`config.mk`:
```
export PLATFORM = sky130hd
export DESIGN_NAME = ex_operand_stage
export DESIGN_NICKNAME = d
export VERILOG_FILES = /design/src/rtl/riscv_pkg.sv /design/src/rtl/ex_operand_stage_forward_unit.sv /design/src/rtl/ex_operand_stage.sv
export SDC_FILE = /design/constraint.sdc
export NUM_CORES = 1
export LEC_CHECK = 0
export CAP_MARGIN = 30
export CELL_PAD_IN_SITES_DETAIL_PLACEMENT = 1
export CELL_PAD_IN_SITES_GLOBAL_PLACEMENT = 2
export CORE_MARGIN = 2
export CORE_UTILIZATION = 27
export CTS_CLUSTER_DIAMETER = 100
export DETAILED_ROUTE_END_ITERATION = 10
export GPL_TIMING_DRIVEN = 1
export PLACE_DENSITY = 0.95
export SYNTH_ARGS = -nofsm -noshare
export SYNTH_HDL_FRONTEND = slang
export SYNTH_SLANG_ARGS = --single-unit
```
`constraint.sdc`:
```
create_clock -name clk -period 3.38 [get_ports clk]
set_input_delay 0.338 -clock clk [delete_from_list [all_inputs] [get_ports clk]]
set_output_delay 0.338 -clock clk [all_outputs]
set_load 0.03 [all_outputs]
```
`src/rtl/riscv_pkg.sv`:
```
// Shared RISC-V pipeline definitions: ALU control encoding, result-source
// encoding, forward-select enum and the register-match helper used by the
// execute-stage operand forwarding.
package riscv_pkg;

  localparam int unsigned REG_IDX_W = 5;

  // ALU control encoding carried from decode into execute.
  typedef enum logic [2:0] {
    ALU_ADD = 3'b000,
    ALU_SUB = 3'b001,
    ALU_AND = 3'b010,
    ALU_OR  = 3'b011,
    ALU_XOR = 3'b100,
    ALU_SLT = 3'b101,
    ALU_SRL = 3'b110,
    ALU_SLL = 3'b111
  } alu_op_e;

  // Writeback result source: ALU result, load data, or PC+4 (jumps).
  typedef enum logic [1:0] {
    RES_ALU  = 2'b00,
    RES_MEM  = 2'b01,
    RES_PC4  = 2'b10,
    RES_RSVD = 2'b11
  } result_src_e;

  // Operand source chosen by the forwarding logic.
  typedef enum logic [1:0] {
    FWD_REG = 2'b00,
    FWD_WB  = 2'b01,
    FWD_MEM = 2'b10
  } fwd_sel_e;

  // A later stage supplies a source operand only when it writes a register,
  // targets the same index, and that index is not x0 (x0 always reads zero
  // from the register file, so it must never be overridden).
  function automatic logic src_match(input logic                 reg_write,
                                     input logic [REG_IDX_W-1:0] rd,
                                     input logic [REG_IDX_W-1:0] rs);
    return reg_write && (rd != '0) && (rd == rs);
  endfunction

endpackage

```
`src/rtl/ex_operand_stage_forward_unit.sv`:
```
// Per-operand forwarding mux: picks the freshest value of one source
// register from the MEM stage, the WB stage, or the value held in EX.
// MEM is younger than WB, so it wins when both target the same register.
module forward_unit
  import riscv_pkg::*;
#(
  parameter int XLEN = 32
) (
  input  logic [REG_IDX_W-1:0] rs,
  input  logic [XLEN-1:0]      stored,
  input  logic                 mem_reg_write,
  input  logic [REG_IDX_W-1:0] mem_rd,
  input  logic [XLEN-1:0]      mem_alu_result,
  input  logic                 wb_reg_write,
  input  logic [REG_IDX_W-1:0] wb_rd,
  input  logic [XLEN-1:0]      wb_result,
  output logic [XLEN-1:0]      value
);

  fwd_sel_e sel;

  // Select the source: MEM match overrides WB match, which overrides the held value.
  always_comb begin
    sel = FWD_REG;
    if (src_match(wb_reg_write, wb_rd, rs)) begin
      sel = FWD_WB;
    end
    if (src_match(mem_reg_write, mem_rd, rs)) begin
      sel = FWD_MEM;
    end
  end

  // Drive the operand value from the selected source.
  always_comb begin
    value = stored;
    case (sel)
      FWD_MEM: value = mem_alu_result;
      FWD_WB:  value = wb_result;
      default: value = stored;
    endcase
  end

endmodule

```
`src/rtl/ex_operand_stage.sv`:
```
// Execute-stage operand register: holds one decoded instruction, forwards
// fresh operand values from MEM/WB, inserts a single bubble on load-use, and
// keeps held operands current while the instruction waits downstream.
//
// Handshake: a transfer on either side happens on a rising clk edge where
// valid and ready are both 1. id_valid/id_* must stay stable until id_ready
// is seen; ex_valid/ex_* are stable while ex_valid=1 and ex_ready=0, except
// that operand values may change when a retiring producer's result is
// forwarded (the freshest value is always presented). id_ready is
// combinational: the slot is free when empty or when its occupant leaves
// this cycle. flush_e overrides everything and empties the slot.
module ex_operand_stage
  import riscv_pkg::*;
#(
  parameter int XLEN = 32
) (
  input  logic                 clk,
  input  logic                 reset_n,
  // decode -> execute
  input  logic                 id_valid,
  output logic                 id_ready,
  input  logic [XLEN-1:0]      id_rd1,
  input  logic [XLEN-1:0]      id_rd2,
  input  logic [XLEN-1:0]      id_imm_ext,
  input  logic [REG_IDX_W-1:0] id_rs1,
  input  logic [REG_IDX_W-1:0] id_rs2,
  input  logic [REG_IDX_W-1:0] id_rd,
  input  logic [2:0]           id_alu_control,
  input  logic                 id_alu_src,
  input  logic                 id_reg_write,
  input  logic                 id_mem_write,
  input  logic [1:0]           id_result_src,
  // pipeline control
  input  logic                 flush_e,
  input  logic                 ex_ready,
  // MEM-stage forwarding sources
  input  logic                 mem_reg_write,
  input  logic [REG_IDX_W-1:0] mem_rd,
  input  logic [XLEN-1:0]      mem_alu_result,
  input  logic                 mem_is_load,
  // WB-stage forwarding sources
  input  logic                 wb_reg_write,
  input  logic [REG_IDX_W-1:0] wb_rd,
  input  logic [XLEN-1:0]      wb_result,
  // execute outputs
  output logic                 ex_valid,
  output logic [XLEN-1:0]      SrcA,
  output logic [XLEN-1:0]      SrcB,
  output logic [XLEN-1:0]      ex_write_data,
  output logic [2:0]           ALUControl,
  output logic [REG_IDX_W-1:0] ex_rd,
  output logic                 ex_reg_write,
  output logic                 ex_mem_write,
  output logic [1:0]           ex_result_src
);

  // Held instruction
  logic                 valid_reg;
  logic [XLEN-1:0]      rd1_reg;
  logic [XLEN-1:0]      rd2_reg;
  logic [XLEN-1:0]      imm_reg;
  logic [REG_IDX_W-1:0] rs1_reg;
  logic [REG_IDX_W-1:0] rs2_reg;
  logic [REG_IDX_W-1:0] rd_reg;
  alu_op_e              alu_control_reg;
  logic                 alu_src_reg;
  logic                 reg_write_reg;
  logic                 mem_write_reg;
  result_src_e          result_src_reg;

  // Forwarded operands and handshake terms
  logic [XLEN-1:0]      fwd_rs1;
  logic [XLEN-1:0]      fwd_rs2;
  logic                 rs2_used;
  logic                 load_use;
  logic                 fire;
  logic                 capture;

  forward_unit #(.XLEN(XLEN)) u_fwd_rs1 (
    .rs             (rs1_reg),
    .stored         (rd1_reg),
    .mem_reg_write  (mem_reg_write),
    .mem_rd         (mem_rd),
    .mem_alu_result (mem_alu_result),
    .wb_reg_write   (wb_reg_write),
    .wb_rd          (wb_rd),
    .wb_result      (wb_result),
    .value          (fwd_rs1)
  );

  forward_unit #(.XLEN(XLEN)) u_fwd_rs2 (
    .rs             (rs2_reg),
    .stored         (rd2_reg),
    .mem_reg_write  (mem_reg_write),
    .mem_rd         (mem_rd),
    .mem_alu_result (mem_alu_result),
    .wb_reg_write   (wb_reg_write),
    .wb_rd          (wb_rd),
    .wb_result      (wb_result),
    .value          (fwd_rs2)
  );

  // rs2 is a real dependency only when it feeds the ALU or is store data.
  assign rs2_used = !alu_src_reg || mem_write_reg;

  // A load in MEM has only its address on mem_alu_result; the data arrives
  // in WB next cycle, so a dependent instruction waits exactly one cycle.
  assign load_use = valid_reg && mem_is_load && mem_reg_write && (mem_rd != '0) &&
                    ((mem_rd == rs1_reg) || ((mem_rd == rs2_reg) && rs2_used));

  assign ex_valid = valid_reg && !load_use;
  assign fire     = ex_valid && ex_ready;
  assign id_ready = !valid_reg || fire;
  assign capture  = id_valid && id_ready && !flush_e;

  // Slot update: reset, then flush, then capture, then drain on fire; a
  // waiting instruction refreshes its operands so a producer that retires
  // during the wait is not lost.
  always_ff @(posedge clk) begin
    if (!reset_n) begin
      valid_reg       <= 1'b0;
      rd1_reg         <= '0;
      rd2_reg         <= '0;
      imm_reg         <= '0;
      rs1_reg         <= '0;
      rs2_reg         <= '0;
      rd_reg          <= '0;
      alu_control_reg <= ALU_ADD;
      alu_src_reg     <= 1'b0;
      reg_write_reg   <= 1'b0;
      mem_write_reg   <= 1'b0;
      result_src_reg  <= RES_ALU;
    end else if (flush_e) begin
      valid_reg <= 1'b0;
    end else if (capture) begin
      valid_reg       <= 1'b1;
      rd1_reg         <= id_rd1;
      rd2_reg         <= id_rd2;
      imm_reg         <= id_imm_ext;
      rs1_reg         <= id_rs1;
      rs2_reg         <= id_rs2;
      rd_reg          <= id_rd;
      alu_control_reg <= alu_op_e'(id_alu_control);
      alu_src_reg     <= id_alu_src;
      reg_write_reg   <= id_reg_write;
      mem_write_reg   <= id_mem_write;
      result_src_reg  <= result_src_e'(id_result_src);
    end else if (fire) begin
      valid_reg <= 1'b0;
    end else if (valid_reg) begin
      rd1_reg <= fwd_rs1;
      rd2_reg <= fwd_rs2;
    end
  end

  // Operand outputs: immediate replaces rs2 on the ALU B input only.
  assign SrcA          = fwd_rs1;
  assign SrcB          = alu_src_reg ? imm_reg : fwd_rs2;
  assign ex_write_data = fwd_rs2;

  // Control outputs; side-effecting writes are suppressed during bubbles.
  assign ALUControl    = alu_control_reg;
  assign ex_rd         = rd_reg;
  assign ex_reg_write  = reg_write_reg && ex_valid;
  assign ex_mem_write  = mem_write_reg && ex_valid;
  assign ex_result_src = result_src_reg;

endmodule

```
* Yosys cells after proc, flatten, opt, wreduce, memory -nomap -nowiden
Cells that the tools add are included.
Storage, ports and cells: memories 0, bits of input ports 201, latch bits 0, memory bits (read-only) 0, bits in registers 120, RAM bits 0
Cells by class: muxes and demuxes 15, bitwise logic cells 2, magnitude comparators 0, $mul 0, $add $sub $neg 0, divide/modulo/power cells 0, shift-type cells 0, reduce and logical (&&, ||, !) cells 31, equality and inequality tests 9
Operator list (count):
- 32-bit two-way mux | 7
- 32-bit case mux with 2 select lines | 2
- 5-bit equality test | 4
- 1-bit logical AND | 17
- 5-bit nonzero test | 2
- 2-bit by 1-bit equality test with 1-bit output, second input constant | 2
- 2-bit equality test, second input constant | 2
- 1-bit logical NOT | 4
- 1-bit two-way mux | 4
- 2-bit two-way mux | 2
- 2-bit nonzero test | 2
- 1-bit logical OR | 3
- 3-bit AND reduction | 1
- 2-bit by 1-bit != test with 1-bit output, second input constant | 1
- 1-bit NOT | 2
- 2-bit AND reduction | 1
- 2-bit OR reduction | 1

* Depth between registers and ports, before layout
Gate-level depths: netlist of run 1.
depth in word-level cells 13, depth in mapped cells 8, mapped depth without buffers 6

* Modules after synthesis
From an unflattened synthesis of run 1, not the netlist that was laid out.
Second synthesis, totals: cell total of the unflattened synthesis 1151, area, all modules 8732.1 um2
Modules (own cells, without submodules):
- ex_operand_stage | sequential area each 2402.3 um2, area each 6214.7 um2, cells each 783, instances 1
- forward_unit | sequential area each 0.0 um2, area each 1258.7 um2, cells each 184, instances 2

* Worst setup path after synthesis of run 1
OpenSTA, ideal clock, no wires.
path kind in2out, start point input wb_rd[0], end point output SrcB[26], cell stages on the path 7, slack 0.708 ns, data required time 3.042 ns, arrival time 2.334 ns, cell sequence or4_4 > o21ai_4 > nor4_4 > buf_6 > mux2i_1 > o21ai_1 > mux2_2
On the way: cells in the longest elaborated chain, start to end 8, elaborated cells on any way between the ends 10, classes of those cells eq/ne (3); mux (4); reduce/logical (3)
RTL lines:
- from (decl) | RTL line ex_operand_stage.sv:43 | input logic [REG_IDX_W-1:0] wb_rd,
- 5-bit nonzero test | RTL line riscv_pkg.sv:41 | return reg_write && (rd != '0) && (rd == rs);
- 1-bit logical AND | RTL line riscv_pkg.sv:41
- 1-bit logical AND (*) | RTL line riscv_pkg.sv:41
- 1-bit two-way mux (*) | RTL line ex_operand_stage_forward_unit.sv:25 | if (src_match(wb_reg_write, wb_rd, rs)) begin
- 2-bit two-way mux (*) | RTL line ex_operand_stage_forward_unit.sv:28 | if (src_match(mem_reg_write, mem_rd, rs)) begin
- 2-bit by 1-bit equality test with 1-bit output or 2-bit equality test (tied branches) | RTL line ex_operand_stage_forward_unit.sv:36 | case (sel)
- 32-bit case mux with 2 select lines (*) | RTL line ex_operand_stage_forward_unit.sv:36
- net ex_write_data[26] | RTL line ex_operand_stage.sv:49 | output logic [XLEN-1:0] ex_write_data,
- 32-bit two-way mux (*) | RTL line ex_operand_stage.sv:158 | assign SrcB = alu_src_reg ? imm_reg : fwd_rs2;
- to (decl) | RTL line ex_operand_stage.sv:48 | output logic [XLEN-1:0] SrcB,
Mark *: on every way through the listed nets, which the timed path passes. The rest lies on a longest branch.

* Worst setup path in the final report of run 1
start point input wb_rd[0], end point output SrcB[3]
On the way: cells in the longest elaborated chain, start to end 8, elaborated cells on any way between the ends 10, classes of those cells eq/ne (3); mux (4); reduce/logical (3)
RTL lines (RTL line):
- 5-bit nonzero test | riscv_pkg.sv:41
- 1-bit logical AND | riscv_pkg.sv:41
- 1-bit logical AND (*) | riscv_pkg.sv:41
- 1-bit two-way mux (*) | ex_operand_stage_forward_unit.sv:25
- 2-bit two-way mux (*) | ex_operand_stage_forward_unit.sv:28
- 2-bit by 1-bit equality test with 1-bit output or 2-bit equality test (tied branches) | ex_operand_stage_forward_unit.sv:36
- 32-bit case mux with 2 select lines (*) | ex_operand_stage_forward_unit.sv:36
- 32-bit two-way mux (*) | ex_operand_stage.sv:158
Every way passes the cells marked *; elsewhere a longest branch is shown, timed or not.

==> key figures, run 1 <==
CTS
  • CTS tree: done
  • H-tree depth: 4
  • # hold bufs at CTS: 0
  • CTS Buffer Depth: 2
  • Worst-path clk slew: 0.07 ns
  • Root Driver: clkbuf_16
  • Sink Count: 120
  • Total CTS buffers: 17
  • Clock latency on the worst-skew pair: 0.42 ns

Route
  • Vias: 8002
  • Drt via density: 4.98
  • Detail Route Antenna Nets: 0
  • Final wirelength: 32.6 mm
  • # DRC: 0
  • 1st-iter DRT viols: 359
  • Routed len/inst: 20.3 µm
  • 1st-pass router iterations: 4

STA
  • Hold WS: 0.318 ns
  • Tightest Pin Transition: 0.576 ns
  • Final Max Slew Viols: 0
  • RSZ-0062 raised after global routing: false
  • Setup ws final: 0.135 ns
  • Tcrit/Tclk final: 96.0%
  • Max_slew headroom: 61.5%
  • Max Fclk: 0.308 GHz
  • Final min period: 3.24 ns
  • Final Hold Viols: 0
  • Final setup fails: 0
  • Skew final: 0.0128 ns
  • Setup tns final: 0 ns

Power and ir drop
  • Total power: 4.74 mW
  • PwrDens: 401 nW/µm²
  • Worst VDD drop: 274 µV
  • Leak Pwr: 4.45 nW

Critical path
  • Bufs and invs on worst path: 4
  • Max FO, Critical Path: 10
  • CP startpoint kind: primary input
  • Worst Path Required: 3.04 ns
  • Slowest cell on crit path: or4_4
  • WP data arrival: 2.91 ns
  • Family with the most delay on the worst path: buffers and inverters
  • Setup CP Type: in2out
  • CP Capture Type: primary output
  • CP peak stage delay: 0.57 ns
  • Crit path cell chain: clkdlybuf4s50_1, or4_4, o21ai_4, nor4_4, buf_4, buf_6, mux2i_1, o21ai_1, mux2_2, clkdlybuf4s15_1

Floorplan
  • IO Pins: 311
  • Die area: 30100 µm²
  • CORE AREA: 28500 µm²
  • Row cnt: 62
  • Starting density of the core: 27.3%
  • Die H: 174 µm
  • Chip width: 174 µm

Finish
  • Net count, final: 1410
  • Layout cells sized above 1: 23.4%
  • Layout area overhead: 52.5%
  • Fill count: 3357
  • Most frequent cells in the layout: clkdlybuf4s50_1, nand2_1, buf_4
  • Final Util: 41.6%
  • Final non-filler cell area: 11800 µm²
  • Filler-free cell count of the finished design: 1608
  • Commonest non-fill, non-tap cell in the layout: clkdlybuf4s50_1

Synth
  • Synth Area in Simple Gates: 11.3%
  • Synthesis warning total: 0
  • Yosys reg bits: 120
  • Post-synthesis mux area share: 20.0%
  • Synth area leaders: dfxtp_1, mux2i_1, nand2_1, o221a_1, a31oi_1
  • Syn Nets: 1103
  • Primary FF master, synth: dfxtp_1
  • Mapped cell area: 7760 µm²
  • Cells after synthesis: 902
  • Largest family of logic cells by synthesized area: compound AO/OA/AOI/OAI gates
  • Avg Inst Size Synth: 8.60 µm²
  • Cell variety after synth: 39
  • Number of enable flip-flop cells after synthesis: 0
  • Leading area contributor after synthesis: dfxtp_1
  • Seq/Total Area, Yosys: 31.0%
  • XOR/XNOR Fraction of Synth Area: 2.26%
  • Top-area cell type share of the netlist area: 31.0%
  • Adder-cell share of the synthesized area: 0%
  • Complex-gate fraction of the synthesized area: 25.2%
  • Post-synth ARST share: 0%

Placement
  • Dpl cells: 1569
  • Final HPWL DP: 23.6 mm
  • Pre-CTS setup slack: -0.200 ns
  • I/O Buffers: 310
  • RePlAce Congestion: 0.890
  • DP Area: 11200 µm²

GRT
  • Met1 usage in global routing: 26.8%
  • Initial antenna violation count: 2
  • Met2 Use GR: 36.4%
  • Gr busiest metal: met2
  • Vias in the first global route: 8883
  • Global route total overflow: 0
  • GR Util All Layers: 21.5%
  • Grt met3 use: 5.79%
  • Largest net degree at the start of global routing: 102
  • First-pass GRT wire length: 51.0 mm

Outcome
  • Status: complete, no violations

Min path
  • HP Class: in2reg

Run
  • Max-Cap Viols: 0
## final cells by class
| type | instances | area (µm²) | area share [%] |
|---|---|---|---|
| well taps | 384 | 480 | 4.06 |
| repair buffers | 370 | 3530 | 29.8 |
| multi-input cells | 633 | 4570 | 38.7 |
| diodes | 2 | 5.00 | 0.0423 |
| clock inverters | 14 | 163 | 1.37 |
| flip-flops and latches | 120 | 2400 | 20.3 |
| inverters | 67 | 251 | 2.13 |
| clock buffers | 18 | 429 | 3.63 |
## path summary, 6_finish.rpt
kind | slack (ns) | start | cells after the start | endpoint
max | 0.14 | wb_rd[0] | 10 | SrcB[3]
max reg2reg | 0.88 | rs2_reg[2]$_SDFFE_PN0P_ | 11 | rd2_reg[1]$_SDFFE_PN0P_
min reg2reg | 0.45 | imm_reg[0]$_SDFFE_PN0P_ | 2 | imm_reg[0]$_SDFFE_PN0P_
min | 0.32 | reset_n | 4 | rd1_reg[19]$_SDFFE_PN0P_
## routing by layer
metal,routed length [µm],share of wire (%)
met5,0,0
met2,15400,47
met4,669,2.1
met3,2070,6.3
met1,14500,44
## power by group
group / internal [mW] / switching [mW] / total (mW)
Clock: 1.11 / 0.791 / 1.90
Sequential: 1.50 / 0.0653 / 1.57
Combinational: 0.616 / 0.664 / 1.28
Total: 3.22 / 1.52 / 4.74
## cells in the mapped netlist (all sizes together), types with 2 or more instances
cell type,count
and3,4
o221a,64
mux2,32
xnor2,15
a21oi,32
buf,35
nand3,4
clkbuf,47
nor2b,3
nor2,34
o21ai,99
xor2,5
or4,2
a31oi,64
nor4,2
mux2i,119
inv,67
nor3,2
dfxtp,120
nand2,146
## worst reg2reg max path, cell delays in order (launching register included)
cell     delay [ns]
dfxtp_1        0.33
buf_4          0.14
xnor2_1        0.15
nand3_1        0.16
nor4_4         0.35
buf_4          0.18
buf_12         0.12
buf_12         0.19
mux2i_1        0.23
o21ai_1        0.13
buf_4          0.18
o221a_2        0.21
## logic make-up (layout without fill, tap and decap cells)
| family | Yosys count | count (layout) |
|---|---|---|
| AO/OA/AOI/OAI | 261 | 261 |
| buffers and inverters | 149 | 469 |
| multiplexers | 151 | 151 |
| flip-flops | 120 | 120 |
| XOR/XNOR | 20 | 20 |
| AND/OR/NAND/NOR | 201 | 201 |
| other | 0 | 2 |
## repair_timing
| item | in CTS | in global routing |
|---|---|---|
| endpoints found under the setup margin | 11 | 20 |
| buffers inserted | 1 | 3 |
| pin swaps | 1 | 2 |
| gates resized for setup | 13 | 3 |
(Power assumes the default switching activity.)
==> run 2, diff against run 1 <==
--- a/config.mk
+++ b/config.mk
@@ -8,6 +8,7 @@
 export CAP_MARGIN = 30
 export CELL_PAD_IN_SITES_DETAIL_PLACEMENT = 1
 export CELL_PAD_IN_SITES_GLOBAL_PLACEMENT = 2
+export CORE_ASPECT_RATIO = 0.6
 export CORE_MARGIN = 2
 export CORE_UTILIZATION = 27
 export CTS_CLUSTER_DIAMETER = 100
==> run 2 against run 1 <==
- sequential share of layout area shrank 0.18 points
- cell count fell by 0.93%
- largest cell class unchanged
- clock power down 2%
- flip-flop and latch count did not move
- critical path type unchanged
- utilization up 0.28 points
- sequential power about the same
- first-iteration DRC count up 23%
==> key figures, run 2 (synthesis gave the netlist of run 1 again) <==
CTS
  • Postcts setup bufs: 0
  • Root Driver: clkbuf_16
  • H-tree depth: 4
  • Total CTS buffers: 17
  • CTS tree: done
  • CTS Buffer Depth: 2
  • # hold bufs at CTS: 0
  • Sink Count: 120
  • Worst-path clk slew: 0.06 ns
  • Clock latency on the worst-skew pair: 0.44 ns

Critical path
  • WP data arrival: 2.86 ns
  • Setup CP Type: in2out
  • CP Capture Type: primary output
  • Worst Path Required: 3.04 ns
  • Max FO, Critical Path: 13
  • CP startpoint kind: primary input

GRT
  • Grt met3 use: 6.70%
  • GR Util All Layers: 22.2%
  • Global route total overflow: 0
  • Initial antenna violation count: 2
  • Gr busiest metal: met2
  • Largest net degree at the start of global routing: 67
  • Met1 usage in global routing: 27.6%
  • Vias in the first global route: 8585
  • First-pass GRT wire length: 51.1 mm
  • Met2 Use GR: 37.7%

Finish
  • Footprint of the multi-input gates: 4570 µm²
  • Commonest non-fill, non-tap cell in the layout: clkdlybuf4s50_1
  • Layout area overhead: 53.8%
  • Reg area: 2400 µm²
  • Layout cells sized above 1: 22.8%
  • Fill count: 3306
  • Filler-free cell count of the finished design: 1593
  • Net count, final: 1405
  • Most frequent cells in the layout: clkdlybuf4s50_1, nand2_1, dfxtp_1, mux2i_1, buf_4

Floorplan
  • Chip width: 223 µm
  • Die area: 30200 µm²
  • IO Pins: 311
  • Die H: 135 µm
  • CORE AREA: 28500 µm²
  • Row cnt: 48
  • Starting density of the core: 27.2%

Route
  • # DRC: 0
  • Detail Route Antenna Nets: 0
  • Vias: 8182
  • Drt via density: 5.14
  • Routed len/inst: 21.3 µm
  • Final wirelength: 33.9 mm
  • 1st-pass router iterations: 4
  • 1st-iter DRT viols: 440

Power and ir drop
  • Leak Pwr: 4.62 nW
  • Worst VDD drop: 240 µV
  • PwrDens: 399 nW/µm²
  • Total power: 4.76 mW

Placement
  • I/O Buffers: 310
  • Final HPWL DP: 24.4 mm
  • RePlAce Congestion: 0.816
  • Pre-CTS setup slack: -0.0755 ns
  • Dpl cells: 1560

STA
  • Max_slew headroom: 51.8%
  • Tightest Pin Transition: 0.724 ns
  • Skew final: 0.0111 ns
  • Tcrit/Tclk final: 94.6%
  • Final Max Slew Viols: 0
  • Final Hold Viols: 0
  • Final min period: 3.20 ns
  • Final setup fails: 0
  • Max Fclk: 0.313 GHz
  • Setup ws final: 0.182 ns
  • RSZ-0062 raised after global routing: false

Min path
  • HP Class: in2reg

Run
  • Max-Cap Viols: 0

Outcome
  • Status: complete, no violations
run 2: cell types whose count changed in the layout (fill, tap and decap cells not counted), sizes merged, moves of 2 or more:
cell          before  now
clkinvlp           2    4
clkinv             4    2
buf              144  135
dlygate4sd2       11    3
dlymetal6s2s       1   14
run 2: power breakdown:
group	switching, mW	internal (mW)	leakage, nW
Combinational	0.686	0.644	3.36
Sequential	0.0642	1.50	0.986
Clock	0.812	1.05	0.274
Total	1.56	3.20	4.62
run 2: worst max-delay path: stages:
cell	delay, ns
clkdlybuf4s50_1	0.46
or4_4	0.56
o21ai_4	0.20
nor4_4	0.10
buf_12	0.18
buf_4	0.18
mux2i_1	0.12
o21ai_1	0.32
mux2_2	0.23
buf_4	0.15
run 2: worst paths after layout:
path                                 from                  endpoint  slack [ns]  cells past startpoint
setup / recovery                 wb_rd[0]                   SrcB[7]        0.18                     10
hold / removal             id_imm_ext[22]  imm_reg[22]$_SDFFE_PN0P_        0.45                      3
setup reg to reg  rs2_reg[0]$_SDFFE_PN0P_   rd2_reg[4]$_SDFFE_PN0P_        1.00                      9
hold reg to reg   imm_reg[0]$_SDFFE_PN0P_   imm_reg[0]$_SDFFE_PN0P_        0.46                      2
run 2: through the flow:
| stage | util (%) | hold slack (ns) | setup TNS, ns | instance area (µm²) |
|---|---|---|---|---|
| 2_1_floorplan | - | 0.430 | 0 | 7760 |
| 3_3_place_gp | 39.7 | 0.438 | -0.0111 | 11300 |
| 3_5_place_dp | 39.7 | 0.448 | -0.359 | 11300 |
| 4_1_cts | 41.7 | 0.420 | 0 | 11900 |
| 5_1_grt | 41.8 | 0.427 | 0 | 11900 |
| 6_report | 41.8 | 0.445 | 0 | 11900 |
run 2: what timing repair did:
| action | in CTS | in global routing |
|---|---|---|
| cloned | 0 | 0 |
| gates resized for setup | 3 | 14 |
| setup endpoints to repair | 17 | 14 |
| pin swaps | 1 | 0 |
run 2: metal layers:
layer / vias up / part of all wire [%]
met4: 2 / 1.1
met2: 247 / 47
met1: 4058 / 45
met3: 28 / 6.6
li1: 3847 / -
met5: - / 0.035
run 2: final cells by class:
class	count	area share, %
flip-flops and latches	120	20.1
repair buffers	365	30.7
clock buffers	18	3.68
clock inverters	14	1.17
inverters	67	2.11
well taps	375	3.93
diodes	1	0.0210
multi-input cells	633	38.3
==> run 3, diff against run 2 <==
--- a/config.mk
+++ b/config.mk
@@ -8,7 +8,7 @@
 export CAP_MARGIN = 30
 export CELL_PAD_IN_SITES_DETAIL_PLACEMENT = 1
 export CELL_PAD_IN_SITES_GLOBAL_PLACEMENT = 2
-export CORE_ASPECT_RATIO = 0.6
+export CORE_ASPECT_RATIO = 1.25
 export CORE_MARGIN = 2
 export CORE_UTILIZATION = 27
 export CTS_CLUSTER_DIAMETER = 100
==> run 3 against run 2 <==
- die area down 0.12%
- fmax down 2.3%
- wire length down 5.8%
- largest cell class unchanged
- register-to-register slack worse by 0.05 ns
- critical path depth up 1
- design area down 1.4%
- critical path type unchanged
==> key figures, run 3 (synthesis gave the netlist of run 1 again) <==
STA
  • RSZ-0062 raised after global routing: false
  • Setup tns final: 0 ns
  • Final setup fails: 0
  • Max Fclk: 0.306 GHz
  • Final Max Slew Viols: 0
  • Skew final: 0.00690 ns
  • Max_slew headroom: 55.7%
  • Hold WS: 0.458 ns
  • Final min period: 3.27 ns
  • Final Hold Viols: 0
  • Tcrit/Tclk final: 96.8%
  • Tightest Pin Transition: 0.665 ns

Floorplan
  • Chip width: 156 µm
  • Starting density of the core: 27.4%
  • Die H: 194 µm
  • Row cnt: 69
  • Die area: 30100 µm²
  • CORE AREA: 28300 µm²
  • IO Pins: 311

GRT
  • Vias in the first global route: 8785
  • Initial antenna violation count: 7
  • Largest net degree at the start of global routing: 76
  • GR Util All Layers: 21.1%
  • First-pass GRT wire length: 49.5 mm
  • Global route total overflow: 0

CTS
  • Clock latency on the worst-skew pair: 0.42 ns
  • Total CTS buffers: 17
  • Sink Count: 120
  • CTS tree: done
  • Root Driver: clkbuf_16
  • CTS Buffer Depth: 2
  • H-tree depth: 4
  • Worst-path clk slew: 0.06 ns

Power and ir drop
  • Worst VDD drop: 290 µV
  • Leak Pwr: 4.40 nW
  • Total power: 4.76 mW
  • Switching share of power: 30.4%
  • Switching power: 1.45 mW
  • Logic pwr share: 26.8%
  • Clock group share of total power: 40.3%
  • PwrDens: 405 nW/µm²
  • Part of the power in registers: 32.9%
  • Power Internal: 3.31 mW

Critical path
  • Family with the most delay on the worst path: buffers and inverters
  • WP depth: 11
  • Max FO, Critical Path: 8
  • CP peak stage delay: 0.57 ns
  • Slowest cell on crit path: or4_4
  • Worst Path Required: 3.04 ns
  • CP startpoint kind: primary input
  • Crit path cell chain: clkdlybuf4s50_1, or4_4, o21ai_4, nor4_4, buf_4, buf_4, buf_4, mux2i_2, o21ai_2, mux2_2, buf_12
  • CP Capture Type: primary output
  • CP dominant cell by count: buf_4
  • Setup CP Type: in2out
  • Worst reg2reg path depth: 10
  • WP data arrival: 2.93 ns
  • Bufs and invs on worst path: 5

Finish
  • Most frequent cells in the layout: clkdlybuf4s50_1, nand2_1, dfxtp_1
  • Filler-free cell count of the finished design: 1571
  • Layout cells sized above 1: 22.6%
  • Commonest non-fill, non-tap cell in the layout: clkdlybuf4s50_1
  • Final Util: 41.5%
  • Layout area overhead: 51.6%
  • Fill count: 3308
  • Net count, final: 1398

Route
  • Routed len/inst: 20.3 µm
  • Detail Route Antenna Nets: 0
  • 1st-iter DRT viols: 285
  • Final wirelength: 31.9 mm
  • Vias: 8110
  • 1st-pass router iterations: 4
  • Drt via density: 5.16
  • # DRC: 0

Min path
  • HP Class: reg2reg
  • Hold Crit Depth: 2

Outcome
  • Status: complete, no violations

Placement
  • Final HPWL DP: 22.9 mm
  • Dpl cells: 1532
  • RePlAce Congestion: 0.811
  • I/O Buffers: 310

Run
  • Max-Cap Viols: 0
==> run 3: cell count changes in the layout (fill, tap and decap cells not counted), moves of 5 or more <==
cell and delta:
dlymetal6s2s_1 -14, diode_2 +5, inv_6 -5, dlygate4sd2_1 +14, buf_12 -8
==> run 3: layout make-up <==
type / count / area [µm²] / area share [%]
Clock buffer: 20 / 457 / 3.88
Antenna cell: 6 / 15.0 / 0.128
Sequential cell: 120 / 2400 / 20.4
Clock inverter: 12 / 150 / 1.28
Inverter: 67 / 251 / 2.14
Multi-Input combinational cell: 633 / 4590 / 39.0
Timing Repair Buffer: 358 / 3450 / 29.4
Tap cell: 355 / 444 / 3.78
==> run 3: repair_timing <==
item / in CTS / in global routing
setup endpoints to repair: 16 / 4
setup buffers: 1 / 0
resized for setup: 17 / 5
hold buffers: 0 / 0
pin swaps: 1 / 0
==> run 3: worst min-delay path, cell delays in order, from the launching register on <==
cell and delay [ns]:
dfxtp_1 0.31, nand2_1 0.05, mux2i_1 0.05
==> run 3: power by group through the flow <==
stage,registers (mW),logic [mW],clock network (mW)
2_1_floorplan,1.59,0.673,0
4_1_cts,1.56,1.29,1.98
3_3_place_gp,1.59,1.27,0
3_5_place_dp,1.59,1.29,0
5_1_grt,1.57,1.36,2.04
6_report,1.56,1.28,1.92
==> run 3: through the flow <==
step,worst slack [ns],instance area [µm²]
after global routing,0.0151,11800
after detailed placement,-0.106,11100
after CTS,0.0592,11700
after global placement,0.0271,11100
final,0.107,11800
after floorplan,0.708,7760
==> run 3: path summary, 6_finish.rpt <==
kind	start	endpoint	slack [ns]
worst max-delay path	wb_rd[0]	SrcB[5]	0.11
worst max register to register	rs2_reg[2]$_SDFFE_PN0P_	rd2_reg[7]$_SDFFE_PN0P_	0.95
worst min-delay path	imm_reg[3]$_SDFFE_PN0P_	imm_reg[3]$_SDFFE_PN0P_	0.46
worst min register to register	imm_reg[3]$_SDFFE_PN0P_	imm_reg[3]$_SDFFE_PN0P_	0.46
==> run 3: metal layers <==
metal  vias up  wire, µm  global-route usage [%]
li1       3835         -                       -
met1      3942     12700                    24.1
met2       263     16100                    36.6
met3        68      1650                    4.61
met4         2      1430                    10.7
met5         -        16                       0
